--- src/rtl/mesh_cfg_pkg.sv ---
// Shared types and the XY route-header encoding for the switch mesh configuration network.
package mesh_cfg_pkg;

  localparam int PKT_W  = 128;
  localparam int HDR_W  = 24;
  localparam int BODY_W = 104;

  typedef enum logic [1:0] {
    SOUTH = 2'd0,
    EAST  = 2'd1,
    NORTH = 2'd2,
    WEST  = 2'd3
  } port_t;

  typedef enum logic [2:0] {
    ST_IDLE   = 3'd0,
    ST_ISSUE  = 3'd1,
    ST_FLIGHT = 3'd2,
    ST_DONE   = 3'd3,
    ST_DROP   = 3'd4
  } seq_state_t;

  // MSB first: col ones (east), row zeros (south), terminating one, zero fill.
  function automatic logic [HDR_W-1:0] route_header(input logic [3:0] row, input logic [3:0] col);
    logic [HDR_W-1:0] h;
    int stop;
    h    = '0;
    stop = int'(col) + int'(row);
    for (int i = 0; i < HDR_W; i++) begin
      if (i < int'(col) || i == stop) h[HDR_W-1-i] = 1'b1;
    end
    return h;
  endfunction

endpackage

--- src/rtl/mesh_route_encoder.sv ---
// Combinational row/col to route header; also usable by mesh-side packet checkers.
module mesh_route_encoder
  import mesh_cfg_pkg::*;
(
  input  logic [3:0]       row,
  input  logic [3:0]       col,
  output logic [HDR_W-1:0] header
);

  assign header = route_header(row, col);

endmodule

--- src/rtl/mesh_config_sequencer.sv ---
// Serialises host config requests into single routed packets and holds the mesh load
// strobe for the packet's flight time; out-of-range targets are dropped and flagged.
module mesh_config_sequencer
  import mesh_cfg_pkg::*;
#(
  parameter int MESH_ROWS = 12,
  parameter int MESH_COLS = 12,
  parameter int HOP_LAT   = 2,
  parameter int CNT_W     = 16
) (
  input  logic              clk,
  input  logic              reset,
  input  logic              s_valid,
  output logic              s_ready,
  input  logic [3:0]        s_row,
  input  logic [3:0]        s_col,
  input  logic [BODY_W-1:0] s_body,
  output logic [PKT_W-1:0]  o_config,
  output logic              o_config_mux,
  output logic              o_load,
  output logic              done,
  output logic              err,
  output logic [CNT_W-1:0]  delivered
);

  seq_state_t       state;
  logic [5:0]       flight;
  logic [5:0]       flight_init;
  logic [HDR_W-1:0] hdr;
  logic             in_range;

  mesh_route_encoder u_enc (
    .row    (s_row),
    .col    (s_col),
    .header (hdr)
  );

  assign in_range     = (int'(s_row) < MESH_ROWS) && (int'(s_col) < MESH_COLS);
  assign flight_init  = 6'((int'(s_row) + int'(s_col) + 1) * HOP_LAT - 1);
  assign s_ready      = (state == ST_IDLE);
  assign o_config_mux = 1'b0;

  always_ff @(posedge clk) begin
    if (reset) begin
      state     <= ST_IDLE;
      flight    <= '0;
      o_config  <= '0;
      o_load    <= 1'b0;
      done      <= 1'b0;
      err       <= 1'b0;
      delivered <= '0;
    end else begin
      done <= 1'b0;
      case (state)
        ST_IDLE: begin
          if (s_valid) begin
            if (in_range) begin
              // Request is consumed here; later changes on the inputs are ignored.
              state    <= ST_ISSUE;
              o_config <= {hdr, s_body};
              o_load   <= 1'b1;
              flight   <= flight_init;
            end else begin
              state <= ST_DROP;
            end
          end
        end
        ST_ISSUE: begin
          o_config <= '0;
          if (flight == 6'd0) begin
            state     <= ST_DONE;
            o_load    <= 1'b0;
            done      <= 1'b1;
            delivered <= delivered + CNT_W'(1);
          end else begin
            state <= ST_FLIGHT;
          end
        end
        ST_FLIGHT: begin
          flight <= flight - 6'd1;
          if (flight == 6'd1) begin
            state     <= ST_DONE;
            o_load    <= 1'b0;
            done      <= 1'b1;
            delivered <= delivered + CNT_W'(1);
          end
        end
        ST_DONE: state <= ST_IDLE;
        ST_DROP: begin
          err   <= 1'b1;
          state <= ST_IDLE;
        end
        default: state <= ST_IDLE;
      endcase
    end
  end

endmodule

--- config.mk ---
export PLATFORM = sky130hd
export DESIGN_NAME = mesh_config_sequencer
export DESIGN_NICKNAME = d
export VERILOG_FILES = /design/src/rtl/mesh_cfg_pkg.sv /design/src/rtl/mesh_route_encoder.sv /design/src/rtl/mesh_config_sequencer.sv
export SDC_FILE = /design/constraint.sdc
export NUM_CORES = 1
export LEC_CHECK = 0
export ABC_AREA = 1
export CORE_MARGIN = 3
export CORE_UTILIZATION = 25
export DETAILED_ROUTE_END_ITERATION = 8
export MAX_ROUTING_LAYER = met4
export PLACE_DENSITY = 0.55
export SLEW_MARGIN = 20
export SYNTH_ARGS = -nofsm -noshare
export SYNTH_HDL_FRONTEND = slang
export SYNTH_SLANG_ARGS = --single-unit
export TNS_END_PERCENT = 10
--- constraint.sdc ---
create_clock -name clk -period 3.8 [get_ports clk]
set_input_delay 0.76 -clock clk [delete_from_list [all_inputs] [get_ports clk]]
set_output_delay 0.76 -clock clk [all_outputs]
set_load 0.02 [all_outputs]
# ---- Word level (Yosys, flattened, before mapping)
# Cells that the tools add are included.
dict set report word_totals {
  ff_bits 156
  latch_bits 0
  ramBits 0
  romBits 0
  elab_cells 134
  n_memories 0
}
dict set report op_classes {
  addsub 5
  n_mul 0
  div 0
  order_cmp 17
  eq_ne 31
  shifts 0
  muxes 46
  bitwise 0
  n_reduce_logical 28
}
# operator count
set op_table {}
lappend op_table {{two-way mux 128 bit} 2}
lappend op_table {{case mux 128 bit (2 select lines)} 1}
lappend op_table {{equality test 4 x 5 -> 1 bit, first input constant} 8}
lappend op_table {{equality test 5 bit, first input constant} 8}
lappend op_table {{zero test 32 bit} 1}
lappend op_table {{two-way mux 16 bit} 2}
lappend op_table {{case mux 16 bit (2 select lines)} 1}
lappend op_table {{two-way mux 1 bit} 31}
lappend op_table {{less-than comparator 4 bit, first input constant} 7}
lappend op_table {{equality test 3 x 5 -> 1 bit, first input constant} 4}
lappend op_table {{adder 16 x 1 -> 16 bit, second input constant} 1}
lappend op_table {{less-than comparator 3 x 4 -> 1 bit, first input constant} 4}
lappend op_table {{logical OR 1 bit} 15}
lappend op_table {{two-way mux 6 bit} 2}
lappend op_table {{case mux 6 bit (2 select lines)} 1}
lappend op_table {{subtractor 6 x 1 -> 6 bit, second input constant} 2}
lappend op_table {{equality test 2 x 5 -> 1 bit, first input constant} 2}
lappend op_table {{two-way mux 3 bit} 3}
lappend op_table {{case mux 3 bit (3 select lines)} 1}
lappend op_table {{AND reduction 3 bit} 3}
lappend op_table {{less-than comparator 1 x 4 -> 1 bit, first input constant} 2}
lappend op_table {{less-than comparator 2 x 4 -> 1 bit, first input constant} 2}
lappend op_table {{less-than comparator 4 bit, second input constant} 2}
lappend op_table {{equality test 6 x 1 -> 1 bit, second input constant} 1}
lappend op_table {{17 further kinds} 21}

# ---- Depth between registers and ports, before layout
# Gate-level depths: netlist (run 1).
dict set report logic_depth {
  word_depth 7
  mapped_depth 14
  depth_no_buf 14
}

# ---- Cells and area by module
# From an unflattened synthesis (run 1), not the netlist that was laid out.
dict set report hier_totals {
  hier_cells 930
  hier_area_um2 7005.5
}
# mod instances cells_per_inst area_per_inst_um2 seq_area_each_um2
set modules_own_cells {}
lappend modules_own_cells {mesh_config_sequencer 1 843 6555.0 3123.0}
lappend modules_own_cells {mesh_route_encoder 1 87 450.4 0.0}

# ---- Worst setup path before layout (run 1)
# No wires, ideal clock.
dict set report synth_path {
  path_kind {input-to-reg}
  start {input s_row[0]}
  end {register flight[5]}
  t_arrival_ns 2.359
  slack_ns 1.309
  path_stages 10
  cell_sequence {ha_1 fa_1 ha_1 inv_1 nor2_1 ha_1 nand4_1 nand3_1 nand2_1 a21oi_1}
}
dict set report synth_via {
  elab_chain_len 6
}
# item line
set synth_lines {}
lappend synth_lines {{start: declaration} mesh_config_sequencer.sv:15} ;# input logic [3:0] s_row,
lappend synth_lines {{adder 4 x 4 -> 5 bit} mesh_config_sequencer.sv:39} ;# assign flight_init = 6'((int'(s_row) + int'(s_col) + 1) * HOP_LAT - 1);
lappend synth_lines {{adder 5 x 1 -> 5 bit} mesh_config_sequencer.sv:39}
lappend synth_lines {{subtractor 6 x 1 -> 6 bit} mesh_config_sequencer.sv:39}
lappend synth_lines {{two-way mux 6 bit} mesh_config_sequencer.sv:57} ;# if (in_range) begin
lappend synth_lines {{two-way mux 6 bit} mesh_config_sequencer.sv:56} ;# if (s_valid) begin
lappend synth_lines {{case mux 6 bit (2 select lines)} mesh_config_sequencer.sv:54} ;# case (state)
lappend synth_lines {{end signal: assignment} mesh_config_sequencer.sv:62} ;# flight <= flight_init;
lappend synth_lines {{end signal: assignment} mesh_config_sequencer.sv:80} ;# flight <= flight - 6'd1;
lappend synth_lines {{end: declaration} mesh_config_sequencer.sv:27} ;# logic [5:0] flight;
# Parallel ways exist; a longest one is shown, timed or not. The select of a mux whose other input is x is not followed.
# A chain may end at the register's enable or synchronous reset.

# ---- Worst setup path in the final report (run 1)
dict set report layout_path {
  start {input s_col[0]}
  end {register flight[5]}
}
dict set report layout_via {
  elab_chain_len 6
}
# item line
set layout_lines {}
lappend layout_lines {{start: declaration} mesh_config_sequencer.sv:16} ;# input logic [3:0] s_col,
lappend layout_lines {{adder 4 x 4 -> 5 bit} mesh_config_sequencer.sv:39}
lappend layout_lines {{adder 5 x 1 -> 5 bit} mesh_config_sequencer.sv:39}
lappend layout_lines {{subtractor 6 x 1 -> 6 bit} mesh_config_sequencer.sv:39}
lappend layout_lines {{two-way mux 6 bit} mesh_config_sequencer.sv:57}
lappend layout_lines {{two-way mux 6 bit} mesh_config_sequencer.sv:56}
lappend layout_lines {{case mux 6 bit (2 select lines)} mesh_config_sequencer.sv:54}
# Parallel ways exist; a longest one is shown, timed or not. The select of a mux whose other input is x is not followed.

==> flow_summary.toml, run 1 <==
[placed_design]
gp_congestion = 0.839
dp_hpwl_um = 15300
dp_slack_ps = 647
port_buffers = 262

[floorplanning]
ios = 264
fp.dieH_um = 166
start_util_pct = 25.5
die_area_mm2 = 0.0276
chipWidth_um = 166
num_rows = 58
core_area_mm2 = 0.0252

[critical_path]
cp-start-kind = "primary input"
worst_setup_path_end_kind = "register"
reg2reg_depth = 8
path_max_fanout = 4
critical_path_arrival_ps = 3010
crit_type = "in2reg"
critPathRequiredTime_ps = 4070

[power_and_ir_drop]
p_clk_share_pct = 29.5
p_sw_mw = 2.10
pwr-share-comb_pct = 35.0
max-vdd-ir-drop_mv = 0.271
seq_power_share_pct = 35.6
switching_share_pct = 36.6
leakage_nw = 3.58
powerDensity_mw_per_mm2 = 583
intPower_mw = 3.63

[global_routing]
gr-total-overflow = 0
grt_pass1_vias = 6029
grt_usage_pct = 15.5
grt_antenna_before_repair = 1
grt_pass1_wl_um = 33900
grt_max_degree = 113

[synthesis]
synth_seq_cells = 156
synthFlopType = "dfxtp_1"
ys_async_sr_fraction_pct = 0
synth_cells = 860
ys.warnings.count = 0
synth_fp_nets = 988
synth_cell_types = 37
synth_area_mm2 = 0.00642
syn_area_per_cell_um2 = 7.47
synth-edff-count = 0
synth_seq_area_share_pct = 48.6

[job]
maxCapViolCount = 0

[timing]
finalWorstSetupSlack_ps = 1060
skew_ps = 20.2
finalSetupViolations = 0
fin_crit_ps = 2740
final.setup.tns_ps = 0
slew_viol_final = 0
worst_pin_slew_ps = 660
period_share_pct = 72.1
fmax_mhz = 365
hold_viol_final = 0
rsz0062_at_grt = "no"
max-slew-margin-rel_pct = 56.0

[detailed_routing]
first_pass_iters = 7
drc = 0
vias = 6421
drt_wl_total_um = 21600
ant_nets = 0
drtIter0Drc = 474
wire_per_inst_um = 14.9
vias_per_cell = 4.45

[finish]
final_cell_mix = "nand2_1 (317), clkdlybuf4s50_1 (261), a21oi_1 (156), dfxtp_1 (156), nor2_1 (43)"
regArea_mm2 = 0.00312
utilization_pct = 39.0
fill_cells = 2631
final_common_cell = "nand2_1"
multiInputGateArea_mm2 = 0.00285
syn2layout_area_growth_pct = 52.9
fin_nets = 1229
drive_gt1_share_pct = 4.76

[clocking]
cts_setup_buffers = 0
cts_buffer_depth = 2
numCtsBuffers = 17
clk_pin_slew_ps = 60
cts_resized = 0
clk_latency_ps = 430
holdBufCountCts = 0
h-tree-depth = 4
clock_sinks = 156
cts_tree = "built"
cts_root_buf = "clkbuf_16"

[outcome]
status = "complete, no violations"

[worst_hold_path]
hold_path.class = "reg2reg"
holdPathStages = 2
==> cells by family (layout without fill, tap and decap cells) <==
family	after synthesis	count (layout)	synth area share (%)
compound gates	197	197	16.1
flops	156	156	48.6
buf+inv	88	341	7.07
simple gates	398	398	24.6
other cells	1	2	0.0584
fa+ha+maj	13	13	2.65
xor+xnor	7	7	0.955
==> final timing paths <==
| kind | start | end | slack, ps |
|---|---|---|---|
| setup / recovery | s_col[0] | flight[5] | 1060 |
| hold / removal | o_config[3] | o_config[3] | 460 |
| setup reg to reg | state[2] | o_config[117] | 1830 |
| hold reg to reg | o_config[3] | o_config[3] | 460 |
==> registers in the layout, indices dropped and copies added, names as in the netlist <==
name	flops
o_config	128
delivered	16
flight	6
state	3
done	1
err	1
o_load	1
==> power groups by stage <==
stage / combinational, mW / sequential, mW / clock [mW]
4_1_cts: 2.04 / 2.04 / 1.74
3_3_place_gp: 2.03 / 2.07 / 0
2_1_floorplan: 0.975 / 2.34 / 0
6_report: 2.00 / 2.03 / 1.69
5_1_grt: 2.20 / 2.07 / 1.81
3_5_place_dp: 2.03 / 2.07 / 0
==> worst max-delay path, cell delays in order <==
cell,delay (ps)
clkdlybuf4s50_1,440
ha_1,240
fa_1,570
ha_1,250
inv_1,100
nor2_1,120
ha_1,250
nand4_1,100
nand3_1,70
nand2_1,60
a21oi_1,50
==> cell usage after synthesis, types with 2 or more instances <==
cell / n / share of area, %
xnor2_1: 3 / 0.41
a21oi_1: 156 / 12
o21a_1: 2 / 0.23
a211oi_1: 2 / 0.23
buf_2: 12 / 0.94
buf_4: 7 / 0.82
inv_1: 38 / 2.2
o21ai_0: 24 / 1.9
o21ai_1: 2 / 0.16
nor2_1: 43 / 2.5
buf_6: 11 / 1.9
o21ai_2: 2 / 0.27
clkbuf_1: 17 / 0.99
ha_1: 12 / 2.3
nor3_1: 8 / 0.62
inv_2: 3 / 0.18
nand2_1: 317 / 19
nand3_1: 14 / 1.1
xor2_1: 4 / 0.55
nand2_2: 2 / 0.19
nand4_1: 6 / 0.58
o211ai_1: 3 / 0.35
o22ai_1: 3 / 0.29
dfxtp_1: 156 / 49
==> layout make-up <==
cell class | count | area share (%)
multi-input combinational | 616 | 29.0
timing repair buffer | 269 | 27.5
antenna | 1 | 0.0255
sequential | 156 | 31.8
clock inverter | 14 | 1.52
inverter | 41 | 1.58
clock buffer | 17 | 4.33
tap | 330 | 4.21
==> per-stage QoR <==
stage               hold WS (ps)  power (mW)  cells  cell area (µm²)
finish                       464        5.72   1444             9820
floorplan                    471        3.32    860             6420
detailed placement           454        4.10   1412             9240
global placement             452        4.10   1412             9240
CTS                          466        5.81   1443             9810
global route                 479        6.07   1444             9820
==> metal layers <==
| metal | GRT usage [%] | vias up | share of wire, % |
|---|---|---|---|
| met2 | 24.6 | 210 | 46 |
| li1 | - | 3270 | - |
| met4 | 4.16 | 0 | 1.5 |
| met1 | 19.8 | 2923 | 46 |
| met5 | - | - | 0 |
| met3 | 3.95 | 18 | 6.5 |
(Power assumes the default switching activity.)
==> run 2: changes to the inputs <==
==> constraint.sdc (replaced) <==
create_clock -name clk -period 2.65 [get_ports clk]
set_input_delay 0.53 -clock clk [delete_from_list [all_inputs] [get_ports clk]]
set_output_delay 0.53 -clock clk [all_outputs]
set_load 0.02 [all_outputs]
==> run 2 against run 1 <==
Against the previous run: sequential power rose by 43%; critical path depth did not move; via count decreased by 0.19%; worst hold slack got worse by 50 ps; register-to-register slack worse by 1100 ps; non-clock buffer count is 20 higher.
==> flow_summary.toml, run 2 (same netlist as run 1, synthesis figures left out) <==
[finish]
largest_reg_flops = 128
fin_cells = 1465
utilization_pct = 39.9
regArea_mm2 = 0.00312
largestRegisters = "o_config (128), delivered (16), flight (6)"
multiInputGateArea_mm2 = 0.00285
fill_cells = 2571
largest_register = "o_config"
fin_nets = 1249
drive_gt1_share_pct = 6.44
final_cell_mix = "nand2_1 (317), clkdlybuf4s50_1 (261), a21oi_1 (156), dfxtp_1 (156), nor2_1 (43)"
final_common_cell = "nand2_1"
syn2layout_area_growth_pct = 56.3

[timing]
finalSetupViolations = 0
fin_crit_ps = 2370
fmax_mhz = 422
rsz0062_at_grt = "no"
skew_ps = 13.5
period_share_pct = 89.5
max-slew-margin-rel_pct = 64.9
worst_pin_slew_ps = 524
hold_ws_ps = 413
hold_viol_final = 0
finalWorstSetupSlack_ps = 279
slew_viol_final = 0

[power_and_ir_drop]
leakage_nw = 3.70
max-vdd-ir-drop_mv = 0.343
powerDensity_mw_per_mm2 = 829
finalPower_mw = 8.32

[critical_path]
cp_num_cells = 11
worst_setup_path_end_kind = "register"
crit_buf_inv = 2
cp_slowest_stage_delay_ps = 570
critical_path_arrival_ps = 2650
reg2reg_depth = 10
path_max_fanout = 4
cp-start-kind = "primary input"
critical_path.top_delay_family = "adder cells"
crit_type = "in2reg"
path_cells = "clkdlybuf4s50_1, ha_1, fa_1, ha_1, inv_1, nor2_1, ha_1, nand4_1, nand3_1, nand2_1, a21oi_1"
crit_path_top_delay_cell = "fa_1"
cpMostUsedCell = "ha_1"
critPathRequiredTime_ps = 2930

[detailed_routing]
vias = 6409
drc = 0
drtIter0Drc = 457
vias_per_cell = 4.37
first_pass_iters = 4
wire_per_inst_um = 14.7
ant_nets = 0
drt_wl_total_um = 21600

[clocking]
cts_resized = 0
cts_root_buf = "clkbuf_16"
cts_setup_buffers = 0
cts_buffer_depth = 2
clk_pin_slew_ps = 70
clock_sinks = 156
h-tree-depth = 4
numCtsBuffers = 17
cts_tree = "built"
holdBufCountCts = 0
clk_latency_ps = 420

[worst_hold_path]
hold_path.class = "in2reg"
holdPathStages = 2

[global_routing]
gr-total-overflow = 0
grt_max_degree = 107
grt_antenna_before_repair = 1
grt_pass1_wl_um = 34000
grt_pass1_vias = 6084
grt_usage_pct = 15.6

[floorplanning]
chipWidth_um = 166
ios = 264
num_rows = 58
start_util_pct = 25.5
core_area_mm2 = 0.0252
die_area_mm2 = 0.0276
fp.dieH_um = 166

[placed_design]
dp_hpwl_um = 15600
gp_congestion = 0.838
dp_slack_ps = -146
port_buffers = 262
placedCellCount = 1432

[job]
maxCapViolCount = 0

[outcome]
status = "complete, no violations"
==> run 2: path summary, 6_finish.rpt <==
| check | from | slack, ps | to |
|---|---|---|---|
| worst max register to register | flight[0] | 750 | delivered[7] |
| worst max-delay path | s_col[0] | 280 | flight[5] |
| worst min register to register | o_config[14] | 460 | o_config[14] |
| worst min-delay path | reset | 410 | o_config[109] |
==> run 2: layer usage <==
metal	GRT usage [%]	up-vias	share of wire (%)
met4	3.98	0	1.2
met5	-	-	0
li1	-	3312	-
met3	4.26	14	5.7
met2	24.1	188	45
met1	20.4	2895	48
==> run 2: worst register-to-register path: stages, from the launching register on <==
cell and delay, ps:
dfxtp_1 310, inv_1 150, ha_1 180, inv_1 50
nor2_1 190, nand4_1 200, o21ai_4 260, inv_2 220
nor2_1 140, nor2_1 50, nor2_1 90
==> run 2: cell type report <==
cell class	instances	share of cell area, %
well taps	330	4.11
inverters	41	1.55
flip-flops and latches	156	31.1
clock buffers	18	4.28
clock inverters	14	1.26
multi-input cells	616	28.4
repair buffers	289	29.2
diodes	1	0.0249
==> run 2: report_power, final <==
group	internal, mW	switching (mW)
Combinational	1.33	1.76
Sequential	2.72	0.196
Clock	1.24	1.08
==> run 2: stage by stage <==
step | setup TNS, ps | area [µm²]
final | 0 | 10000
after detailed placement | -291 | 9480
after global routing | 0 | 10000
after global placement | -146 | 9480
after floorplan | 0 | 6420
after CTS | 0 | 10000
